**src/rtl/dpi_timing_rx_pkg.sv**
```systemverilog
// dpi_timing_rx_pkg
// Shared definitions for the parallel-RGB (DPI) timing receiver: FSM state
// encoding, RGB565 field widths, line/column counter width and its
// saturation value, plus a saturating-increment helper.
package dpi_timing_rx_pkg;

    // RGB565 field widths
    localparam int unsigned RedW   = 5;
    localparam int unsigned GreenW = 6;
    localparam int unsigned BlueW  = 5;
    localparam int unsigned RgbW   = RedW + GreenW + BlueW;

    // Column / line / geometry counters
    localparam int unsigned    CntW   = 10;
    localparam logic [CntW-1:0] CntSat = {CntW{1'b1}};

    // Receiver lock FSM
    typedef enum logic [1:0] {
        StSearch,
        StMeasure,
        StVerify,
        StLocked
    } rx_state_e;

    // Increment that sticks at CntSat instead of wrapping
    function automatic logic [CntW-1:0] sat_inc(input logic [CntW-1:0] val);
        return (val == CntSat) ? CntSat : val + {{(CntW-1){1'b0}}, 1'b1};
    endfunction

endpackage

```
**src/rtl/dpi_edge_det.sv**
```systemverilog
// dpi_edge_det
// Input synchroniser stage for the DPI timing signals. hsync/vsync are first
// normalised so that 1 always means "asserted", then registered twice
// (S1, S2). Edge pulses compare S1 against S2 and are valid in the cycle the
// new level sits in S1.
//
// Parameters:
//   HSYNC_ACT_LOW / VSYNC_ACT_LOW : 1 = sync asserted when the pin is 0
// Ports:
//   pxclk_i, rst_i          : pixel clock, async active-high reset
//   hsync_i, vsync_i, den_i : raw timing inputs
//   hsync_edge_o            : hsync became asserted
//   vsync_edge_o            : vsync became asserted
//   den_rise_o, den_fall_o  : data-enable edges
//   den_o                   : den level in S1
module dpi_edge_det #(
    parameter bit HSYNC_ACT_LOW = 1'b1,
    parameter bit VSYNC_ACT_LOW = 1'b1
) (
    input  logic pxclk_i,
    input  logic rst_i,
    input  logic hsync_i,
    input  logic vsync_i,
    input  logic den_i,
    output logic hsync_edge_o,
    output logic vsync_edge_o,
    output logic den_rise_o,
    output logic den_fall_o,
    output logic den_o
);

    // Bit order: {den, vsync, hsync}, syncs already polarity-normalised
    logic [2:0] s1_q, s1_d;
    logic [2:0] s2_q, s2_d;

    always_comb begin
        s1_d = {den_i, vsync_i ^ VSYNC_ACT_LOW, hsync_i ^ HSYNC_ACT_LOW};
        s2_d = s1_q;
    end

    always_ff @(posedge pxclk_i or posedge rst_i) begin
        if (rst_i) begin
            s1_q <= '0;
            s2_q <= '0;
        end else begin
            s1_q <= s1_d;
            s2_q <= s2_d;
        end
    end

    assign hsync_edge_o = s1_q[0] & ~s2_q[0];
    assign vsync_edge_o = s1_q[1] & ~s2_q[1];
    assign den_rise_o   = s1_q[2] & ~s2_q[2];
    assign den_fall_o   = ~s1_q[2] & s2_q[2];
    assign den_o        = s1_q[2];

endmodule

```
**src/rtl/dpi_timing_rx.sv**
```systemverilog
// dpi_timing_rx
// Parallel-RGB timing receiver. Measures active width/height of the incoming
// video, locks after LOCK_FRAMES consecutive frames match the measured
// geometry, and then forwards pixels tagged with column/line coordinates.
// Any geometry violation while locked pulses timing_err_o and drops lock.
//
// Optional feature: define DPI_TIMING_RX_FRAME_CNT_EN to enable the
// locked-frame counter on frame_cnt_o (otherwise tied to 0).
//
// Parameters:
//   HSYNC_ACT_LOW, VSYNC_ACT_LOW : sync polarity (1 = active low)
//   LOCK_FRAMES                  : matching frames needed to lock (1..15)
// Ports:
//   pxclk_i, rst_i                 : pixel clock, async active-high reset
//   hsync_i, vsync_i, den_i        : timing inputs
//   red_i, green_i, blue_i         : RGB565 pixel data, qualified by den_i
//   pixel_valid_o, rgb_o           : pixel of a locked frame (2-cycle latency)
//   col_o, lin_o                   : pixel coordinates in the active area
//   sof_o                          : pulse with pixel (0,0)
//   width_o, height_o              : captured active geometry
//   locked_o, timing_err_o         : lock status / loss-of-lock pulse
//   frame_cnt_o                    : locked-frame counter
module dpi_timing_rx
    import dpi_timing_rx_pkg::*;
#(
    parameter bit          HSYNC_ACT_LOW = 1'b1,
    parameter bit          VSYNC_ACT_LOW = 1'b1,
    parameter int unsigned LOCK_FRAMES   = 2
) (
    input  logic                pxclk_i,
    input  logic                rst_i,
    input  logic                hsync_i,
    input  logic                vsync_i,
    input  logic                den_i,
    input  logic [RedW-1:0]     red_i,
    input  logic [GreenW-1:0]   green_i,
    input  logic [BlueW-1:0]    blue_i,
    output logic                pixel_valid_o,
    output logic [RgbW-1:0]     rgb_o,
    output logic [8:0]          col_o,
    output logic [8:0]          lin_o,
    output logic                sof_o,
    output logic [CntW-1:0]     width_o,
    output logic [CntW-1:0]     height_o,
    output logic                locked_o,
    output logic                timing_err_o,
    output logic [15:0]         frame_cnt_o
);

    // ------------------------------------------------------------------
    // Stage S1/S2: timing edges and registered pixel data
    // ------------------------------------------------------------------
    logic hsync_edge_unused;
    logic vsync_edge, den_rise, den_fall, den_s1;

    dpi_edge_det #(
        .HSYNC_ACT_LOW (HSYNC_ACT_LOW),
        .VSYNC_ACT_LOW (VSYNC_ACT_LOW)
    ) u_edge_det (
        .pxclk_i      (pxclk_i),
        .rst_i        (rst_i),
        .hsync_i      (hsync_i),
        .vsync_i      (vsync_i),
        .den_i        (den_i),
        .hsync_edge_o (hsync_edge_unused),
        .vsync_edge_o (vsync_edge),
        .den_rise_o   (den_rise),
        .den_fall_o   (den_fall),
        .den_o        (den_s1)
    );

    logic [RgbW-1:0] rgb_s1_q, rgb_s1_d;

    assign rgb_s1_d = {red_i, green_i, blue_i};

    // ------------------------------------------------------------------
    // State
    // ------------------------------------------------------------------
    rx_state_e       state_q, state_d;
    logic [CntW-1:0] col_q, col_d;
    logic [CntW-1:0] lin_q, lin_d;
    logic [CntW-1:0] width_q, width_d;
    logic [CntW-1:0] height_q, height_d;
    logic [3:0]      match_q, match_d;
    logic            wcap_q, wcap_d;       // first-line width already captured
    logic            meas_ok_q, meas_ok_d; // current MEASURE frame began at vsync
    logic            pix_valid_q, pix_valid_d;
    logic            sof_q, sof_d;
    logic            err_q, err_d;
    logic [RgbW-1:0] rgb_q, rgb_d;
    logic [8:0]      pix_col_q, pix_col_d;
    logic [8:0]      pix_lin_q, pix_lin_d;

    // ------------------------------------------------------------------
    // Counters and geometry measurement
    // ------------------------------------------------------------------
    logic [CntW-1:0] col_cur;     // column of the pixel currently in S1
    logic [CntW-1:0] width_meas;  // width of the line ending this cycle
    logic            width_sat;
    logic [CntW-1:0] lin_now;     // line count with a coincident line end applied
    logic            w_bad;
    logic            h_bad;
    logic [3:0]      match_next;

    always_comb begin
        col_cur    = den_rise ? '0 : sat_inc(col_q);
        col_d      = den_s1 ? col_cur : col_q;

        width_meas = col_q + {{(CntW-1){1'b0}}, 1'b1};
        width_sat  = (col_q == CntSat);

        // A line end coinciding with a vsync edge belongs to the ending frame
        lin_now    = den_fall ? sat_inc(lin_q) : lin_q;
        lin_d      = vsync_edge ? '0 : lin_now;

        w_bad      = width_sat || (width_meas != width_q);
        h_bad      = (lin_now == CntSat) || (lin_now == '0) || (lin_now != height_q);
        match_next = match_q + 4'd1;
    end

    // ------------------------------------------------------------------
    // Lock FSM
    // ------------------------------------------------------------------
    always_comb begin
        state_d   = state_q;
        width_d   = width_q;
        height_d  = height_q;
        match_d   = match_q;
        wcap_d    = wcap_q;
        meas_ok_d = meas_ok_q;
        err_d     = 1'b0;

        unique case (state_q)
            StSearch: begin
                if (vsync_edge) begin
                    state_d   = StMeasure;
                    meas_ok_d = 1'b1;
                    wcap_d    = 1'b0;
                end
            end

            StMeasure: begin
                if (den_fall && meas_ok_q && !wcap_q) begin
                    width_d = width_sat ? CntSat : width_meas;
                    wcap_d  = 1'b1;
                end
                if (vsync_edge) begin
                    if (meas_ok_q && wcap_d && (lin_now != CntSat) && (lin_now != '0)) begin
                        height_d = lin_now;
                        match_d  = '0;
                        state_d  = StVerify;
                    end
                    // Either way the next frame is measured from scratch
                    meas_ok_d = 1'b1;
                    wcap_d    = 1'b0;
                end
            end

            StVerify: begin
                if ((den_fall && w_bad) || (vsync_edge && h_bad)) begin
                    state_d   = StMeasure;
                    wcap_d    = 1'b0;
                    // Mid-frame mismatch: wait for the next vsync before measuring
                    meas_ok_d = vsync_edge;
                end else if (vsync_edge) begin
                    if (32'(match_next) == LOCK_FRAMES) begin
                        state_d = StLocked;
                    end else begin
                        match_d = match_next;
                    end
                end
            end

            StLocked: begin
                if ((den_fall && w_bad) || (vsync_edge && (h_bad || den_s1))) begin
                    err_d   = 1'b1;
                    state_d = StSearch;
                end
            end

            default: state_d = StSearch;
        endcase
    end

    // ------------------------------------------------------------------
    // Pixel output stage
    // ------------------------------------------------------------------
    always_comb begin
        pix_valid_d = (state_d == StLocked) && den_s1;
        sof_d       = pix_valid_d && den_rise && (lin_q == '0);
        rgb_d       = rgb_q;
        pix_col_d   = pix_col_q;
        pix_lin_d   = pix_lin_q;
        if (pix_valid_d) begin
            rgb_d     = rgb_s1_q;
            pix_col_d = col_cur[8:0];
            pix_lin_d = lin_q[8:0];
        end
    end

    always_ff @(posedge pxclk_i or posedge rst_i) begin
        if (rst_i) begin
            rgb_s1_q    <= '0;
            state_q     <= StSearch;
            col_q       <= '0;
            lin_q       <= '0;
            width_q     <= '0;
            height_q    <= '0;
            match_q     <= '0;
            wcap_q      <= 1'b0;
            meas_ok_q   <= 1'b0;
            pix_valid_q <= 1'b0;
            sof_q       <= 1'b0;
            err_q       <= 1'b0;
            rgb_q       <= '0;
            pix_col_q   <= '0;
            pix_lin_q   <= '0;
        end else begin
            rgb_s1_q    <= rgb_s1_d;
            state_q     <= state_d;
            col_q       <= col_d;
            lin_q       <= lin_d;
            width_q     <= width_d;
            height_q    <= height_d;
            match_q     <= match_d;
            wcap_q      <= wcap_d;
            meas_ok_q   <= meas_ok_d;
            pix_valid_q <= pix_valid_d;
            sof_q       <= sof_d;
            err_q       <= err_d;
            rgb_q       <= rgb_d;
            pix_col_q   <= pix_col_d;
            pix_lin_q   <= pix_lin_d;
        end
    end

    // ------------------------------------------------------------------
    // Locked-frame counter
    // ------------------------------------------------------------------
`ifdef DPI_TIMING_RX_FRAME_CNT_EN
    logic [15:0] frame_cnt_q, frame_cnt_d;

    always_comb begin
        frame_cnt_d = frame_cnt_q;
        if (state_d != StLocked) begin
            frame_cnt_d = '0;
        end else if ((state_q == StLocked) && vsync_edge) begin
            frame_cnt_d = frame_cnt_q + 16'd1;
        end
    end

    always_ff @(posedge pxclk_i or posedge rst_i) begin
        if (rst_i) begin
            frame_cnt_q <= '0;
        end else begin
            frame_cnt_q <= frame_cnt_d;
        end
    end

    assign frame_cnt_o = frame_cnt_q;
`else
    assign frame_cnt_o = '0;
`endif

    assign pixel_valid_o = pix_valid_q;
    assign rgb_o         = rgb_q;
    assign col_o         = pix_col_q;
    assign lin_o         = pix_lin_q;
    assign sof_o         = sof_q;
    assign width_o       = width_q;
    assign height_o      = height_q;
    assign locked_o      = (state_q == StLocked);
    assign timing_err_o  = err_q;

endmodule

```
**config.mk**
```make
export PLATFORM = sky130hd
export DESIGN_NAME = dpi_timing_rx
export DESIGN_NICKNAME = d
export VERILOG_FILES = /design/src/rtl/dpi_timing_rx_pkg.sv /design/src/rtl/dpi_edge_det.sv /design/src/rtl/dpi_timing_rx.sv
export SDC_FILE = /design/constraint.sdc
export NUM_CORES = 1
export LEC_CHECK = 0
export ABC_CLOCK_PERIOD_IN_PS = 9100
export CELL_PAD_IN_SITES_DETAIL_PLACEMENT = 1
export CELL_PAD_IN_SITES_GLOBAL_PLACEMENT = 1
export CORE_ASPECT_RATIO = 0.5
export CORE_UTILIZATION = 45
export CTS_CLUSTER_SIZE = 16
export DETAILED_ROUTE_END_ITERATION = 10
export PLACE_DENSITY = 0.84
export SLEW_MARGIN = 20
export SYNTH_ARGS = -nofsm -noshare
export SYNTH_HDL_FRONTEND = slang
export SYNTH_SLANG_ARGS = --single-unit
```
**constraint.sdc**
```tcl
create_clock -name pxclk_i -period 9.1 [get_ports pxclk_i]
set_input_delay 2.275 -clock pxclk_i [delete_from_list [all_inputs] [get_ports pxclk_i]]
set_output_delay 2.275 -clock pxclk_i [all_outputs]
set_load 0.05 [all_outputs]
```
; ---- Word level (Yosys, flattened, before mapping)
; Index checks and enable logic that the tools add are counted.
[word_totals]
register_bits = 107
wordCells = 108
output_inout_bits = 74
in_bits = 21
[classes]
n_reduce_logical = 31
bitwise = 8
add_sub_neg = 3
n_mux = 30
n_eq_ne = 19
[op_table]
columns = cell, n
row1 = $mux 10, 5
row2 = $eq 10x10->1 const B, 3
row3 = $add 10x1->10 const B, 2
row4 = $logic_not 10->1, 2
row5 = $mux 4, 5
row6 = $ne 10x10->1, 2
row7 = $mux 2, 7
row8 = $ne 2x2->1 const B, 7
row9 = $logic_and 1x1->1, 11
row10 = $ne 10x10->1 const B, 1
row11 = $reduce_bool 10->1, 1
row12 = $mux 1, 9
row13 = $reduce_and 3->1, 3
row14 = $pmux 2 s4, 1
row15 = $pmux 4 s2, 1
row16 = $eq 2x2->1 const B, 3
row17 = $logic_or 1x1->1, 6
row18 = $reduce_and 6->1, 1
row19 = $not 1->1, 5
row20 = $add 4x1->4 const B, 1
row21 = $eq 4x2->1 const B, 1
row22 = $reduce_bool 2->1, 2
row23 = $and 1x1->1, 3
row24 = $pmux 1 s3, 1
row25 = 8 further kinds, 8

; ---- Logic depth before layout (Yosys ltp)
[depth]
depth_word = 16
ltp_mapped = 14
ltp_nobuf = 12

; ---- Modules after synthesis
; Synthesis repeated with hierarchy kept, for this count alone.
[hier_totals]
cells_unflattened = 516
area_unflattened_um2 = 5567.8
[by_module_without_submodules]
columns = mod, cells_per_inst, seq_area_each_um2, instances, area_per_inst_um2
row1 = dpi_timing_rx, 503, 2527.4, 1, 5378.9
row2 = dpi_edge_det, 13, 150.1, 1, 188.9

; ---- Worst setup path before layout
; OpenSTA, ideal clock, no wires.
[synth_timing]
path_kind = reg-to-reg
startpoint = register col_q[0]
endpoint = register pix_col_q[0], in the netlist col_o[0]
arrival_ps = 3197
setup_time_ps = 125
n_path_buf = 2
stages_incl_launch_ff = 14
setup_slack_ps = 5777
required_time_ps = 8975
synth_period_minus_slack_ps = 3323
cell_sequence = dfrtp_1 -> ha_1 -> buf_2 -> and3_1 -> and3_1 -> mux2_2 -> a2111oi_2 -> a31o_2 -> and2_1 -> a211oi_1 -> a211oi_4 -> nand3_4 -> buf_6 -> mux2_4
[synth_between]
elab_chain_len = 9
word_cells_on_any_way = 14
classes_between = add/sub: 1 / eq/ne: 3 / mux: 5 / reduce/logical: 5
[synth_rtl]
columns = element, line_no
row1 = from (decl), dpi_timing_rx.sv:80  ; logic [CntW-1:0] col_q, col_d;
row2 = from (signal assigned), dpi_timing_rx.sv:221  ; col_q <= col_d;
row3 = $add 10x1->10, dpi_timing_rx.sv:109  ; width_meas = col_q + {{(CntW-1){1'b0}}, 1'b1};
row4 = $ne 10x10->1, dpi_timing_rx.sv:116  ; w_bad = width_sat || (width_meas != width_q);
row5 = $logic_or 1x1->1 *, dpi_timing_rx.sv:116
row6 = $logic_and 1x1->1 *, "dpi_timing_rx.sv:160, dpi_timing_rx.sv:175"
row7 = $logic_or 1x1->1 (on tied branches), "dpi_timing_rx.sv:175, dpi_timing_rx.sv:160"
row8 = $mux 2 (on tied branches), "dpi_timing_rx.sv:175, dpi_timing_rx.sv:160"
row9 = $pmux 2 s4 *, dpi_timing_rx.sv:133  ; unique case (state_q)
row10 = via state_d[0], dpi_timing_rx.sv:79  ; rx_state_e state_q, state_d;
row11 = $eq 2x2->1 *, dpi_timing_rx.sv:189  ; pix_valid_d = (state_d == StLocked) && den_s1;
row12 = $logic_and 1x1->1 *, dpi_timing_rx.sv:189
row13 = to (signal assigned), dpi_timing_rx.sv:232  ; pix_col_q <= pix_col_d;
row14 = to (decl), dpi_timing_rx.sv:91  ; logic [8:0] pix_col_q, pix_col_d;
; Mark *: on every way through the listed nets, which the timed path passes. The rest lies on a longest branch.
; A chain may end at the register's enable or synchronous reset.

; ---- Final worst setup path
[layout_timing]
startpoint = register lin_q[0]
endpoint = register pix_col_q[6], in the netlist col_o[6]
[layout_between]
elab_chain_len = 13
word_cells_on_any_way = 25
classes_between = add/sub: 1 / eq/ne: 5 / mux: 7 / reduce/logical: 12
[layout_rtl]
columns = element, line_no
row1 = from (decl), dpi_timing_rx.sv:81  ; logic [CntW-1:0] lin_q, lin_d;
row2 = from (signal assigned), dpi_timing_rx.sv:222  ; lin_q <= lin_d;
row3 = $add 10x1->10 or $eq 10x10->1 (tied branches), dpi_timing_rx_pkg.sv:27  ; return (val == CntSat) ? CntSat : val + {{(CntW-1){1'b0}}, 1'b1};
row4 = $mux 10, dpi_timing_rx_pkg.sv:27
row5 = $mux 10 *, dpi_timing_rx.sv:113  ; lin_now = den_fall ? sat_inc(lin_q) : lin_q;
row6 = $eq 10x10->1 or $logic_not 10->1 (tied branches), dpi_timing_rx.sv:117  ; h_bad = (lin_now == CntSat) || (lin_now == '0) || (lin_now != height_q);
row7 = $logic_or 1x1->1 (2 in series), dpi_timing_rx.sv:117
row8 = $logic_or 1x1->1, dpi_timing_rx.sv:175  ; if ((den_fall && w_bad) || (vsync_edge && (h_bad || den_s1))) begin
row9 = $logic_and 1x1->1, dpi_timing_rx.sv:175
row10 = $logic_or 1x1->1, dpi_timing_rx.sv:175
row11 = $mux 2, dpi_timing_rx.sv:175
row12 = $pmux 2 s4 *, dpi_timing_rx.sv:133
row13 = via state_d[0], dpi_timing_rx.sv:79
row14 = $eq 2x2->1 *, dpi_timing_rx.sv:189
row15 = $logic_and 1x1->1 *, dpi_timing_rx.sv:189
; Marks and branches as above.

==> metrics.txt <==
critical path capture point type flip-flop; R2R Path End col_o[6]$_DFFE_PP0P_; Max Used Layer met4; clk_lat worst skew 0.36 ns; DRT iter0 DRCs 380; total wire length 15.64 mm; Final Power 1.785 mW; leading cell types in the layout, fill and taps excluded dfrtp_1 (105), clkdlybuf4s50_1 (77), nor2_1 (54), nand2_1 (35), a21oi_1 (29); Post-CTS Hold Buffers 0; FP Rows 28; Core Region 0.01212 mm²; M1 WL 6.976 mm; Final Core Density 56.31%; Crit path buffers/inverters 0; worst setup margin 4.553 ns; Reg2Reg Setup Slack 4.55 ns; ANT nets after route 0; # H-tree levels 3; hold slack 0.4287 ns; Detail Placement HPWL 10.68 mm; met3 wire len 648 µm; FF-to-FF Start lin_q[0]$_DFF_PP0_; number of synthesized register bits 105; TritonRoute pass-1 iters 5; Arr. time, crit path 4.79 ns; final cell count without fillers 794; ant diodes 0; Worst Hold Class flip-flop to flip-flop; DRC 0; Clock Root Buffer clkbuf_16; I/O pins 95; # resized after CTS 0; final net count 650; Final GP Congestion 0.8839; Max Cap Violations 0; fraction of registers with async set/reset 100.0%; die height 81.94 µm; CP peak stage delay 0.55 ns; Tcrit/Tclk final 49.97%; headroom to the max-slew limit 40.81%; static leakage 2.980 nW; RSZ-0062 raised after global routing false; slowest CP cell nand3_4; EDFF count, synth 0; Avg Synthesized Cell Area 10.09 µm²; Highest Clock Rate 0.2199 GHz; Synth Flop Type dfrtp_1; min Tclk post-route 4.547 ns; Slew Limit Fails 0; Hold Path Sink u_edge_det.s2_q[1]$_DFF_PP0_; routed vias 4629; Worst Reg-to-Reg Cells 11; vias in the first global route 4692; worst-path cell chain ha_1 -> and3b_1 -> nand4_2 -> and3_4 -> a211oi_1 -> nand4_1 -> and4bb_1 -> o21a_1 -> a211oi_4 -> nand3_4 -> mux2_4; CTS max path bufs 2; CP Class flip-flop to flip-flop; Total GRT Usage 24.21%; delay-heaviest family, CP simple AND/OR/NAND/NOR gates; initial core utilization 47.44%; startpoint types flip-flop; CP Depth 11; ratio of cells with drive above 1 in the final layout 12.40%; WHS Path Cells 0; die area 0.01326 mm²; Seq/Total Area, Yosys 45.69%; area growth from synthesis to layout 18.69%; grt ovf 0; setup TNS 0 ns; worst-path fanout max 36; # setup viols final 0; CP required 9.34 ns; CTS Sinks 105; Inserted Clock Buffers 9; # fillers 1345; largest net degree at the start of global routing 59; antenna violations before repair 0; post-route cell area 0.006825 mm²; Max rail drop VDD 0.2103 mV; Fin Clk Skew 0.009599 ns; status finished, final reports clean; Hold Path Origin u_edge_det.s1_q[1]$_DFF_PP0_; drt wl/cell 19.69 µm; post-synthesis cell count 570; Worst-path clk slew 0.08 ns; commonest non-fill, non-tap cell in the layout dfrtp_1; Power per Cell Area 261.5 mW/mm²; DP Cell Count 778; vias per inst 5.830; post-CTS setup buffers 0; Netlist cell types 67; port bufs 77; met2 routed WL 7.786 mm; Ys Warns 0; Slew @ Worst Pin 0.8860 ns; first-pass GRT wire length 24.67 mm; Netlist Area Pre-Place 0.005751 mm²; TritonCTS clock tree done; Place WS 4.632 ns; Die Wd 161.9 µm; Final Hold Fails 0; Placed Instance Area 0.006519 mm²
sequential cells by signal (all words and copies together), names as in the netlist:
register / cells
col_o: 9
pixel_valid_o: 1
u_edge_det.s2_q: 2
rgb_s1_q: 16
col_q: 10
state_q: 2
meas_ok_q: 1
width_o: 10
match_q: 4
lin_q: 10
height_o: 10
wcap_q: 1
u_edge_det.s1_q: 2
rgb_o: 16
timing_err_o: 1
sof_o: 1
lin_o: 9
area by class of cell:
| type | instances | area [µm²] | area share (%) |
|---|---|---|---|
| clock buffer | 9 | 225.2 | 3.300 |
| multi-input combinational | 405 | 2801 | 41.04 |
| inverter | 22 | 85.08 | 1.247 |
| clock inverter | 7 | 78.83 | 1.155 |
| tap | 165 | 206.4 | 3.025 |
| sequential | 105 | 2628 | 38.50 |
| timing repair buffer | 81 | 800.8 | 11.73 |
worst max-delay path by stage:
stage | end | start | slack (ns)
6_report | col_o[6]$_DFFE_PP0P_ | lin_q[0]$_DFF_PP0_ | 4.55
5_1_grt | lin_o[2]$_DFFE_PP0P_ | lin_q[0]$_DFF_PP0_ | 4.30
4_1_cts | lin_o[1]$_DFFE_PP0P_ | lin_q[0]$_DFF_PP0_ | 4.60
3_5_place_dp | rgb_o[2]$_DFFE_PP0P_ | lin_q[0]$_DFF_PP0_ | 4.63
3_3_place_gp | rgb_o[3]$_DFFE_PP0P_ | u_edge_det.s2_q[2]$_DFF_PP0_ | 4.69
2_1_floorplan | col_o[0]$_DFFE_PP0P_ | rst_i | 4.06
cell usage after synthesis (10+ instances only):
cell / instances / area share, %
mux2_2: 19 / 3.7
nand3_1: 21 / 1.8
xnor2_1: 11 / 1.7
a31oi_1: 11 / 1.2
nor2_1: 54 / 3.5
nand2b_1: 12 / 1.3
buf_2: 10 / 0.87
dfrtp_1: 105 / 46
a21oi_1: 29 / 2.5
nand2_1: 35 / 2.3
nand4_1: 17 / 1.8
buf_4: 18 / 2.3
inv_1: 22 / 1.4
mux2_4: 25 / 6.5
xor2_1: 10 / 1.5
o21ai_0: 21 / 1.8
clkbuf_1: 20 / 1.3
kinds of logic (layout without fill, tap and decap cells):
family	count (synthesis)	count (layout)	synth area share, %
adders and majority gates	5	5	1.088
muxes	52	52	11.64
and+or+nand+nor	202	202	19.04
AOI/OAI and AO/OA	109	109	12.47
DFF	105	105	45.69
xor gates and xnor gates	21	21	3.198
buffers and inverters	75	119	6.810
other	1	16	0.06521
per-layer routing:
| metal | up-vias | global-route usage, % |
|---|---|---|
| li1 | 2120 | - |
| met1 | 2346 | 30.95 |
| met2 | 143 | 42.49 |
| met3 | 20 | 4.293 |
| met4 | 0 | 7.358 |
| met5 | - | 0 |
where the power goes:
part / leakage (nW) / switching (mW) / internal [mW]
Combinational: 1.48 / 0.461 / 0.276
Sequential: 1.35 / 0.0907 / 0.555
Clock: 0.151 / 0.204 / 0.198
Total: 2.98 / 0.756 / 1.03
Power figures use the tool's default switching activity.
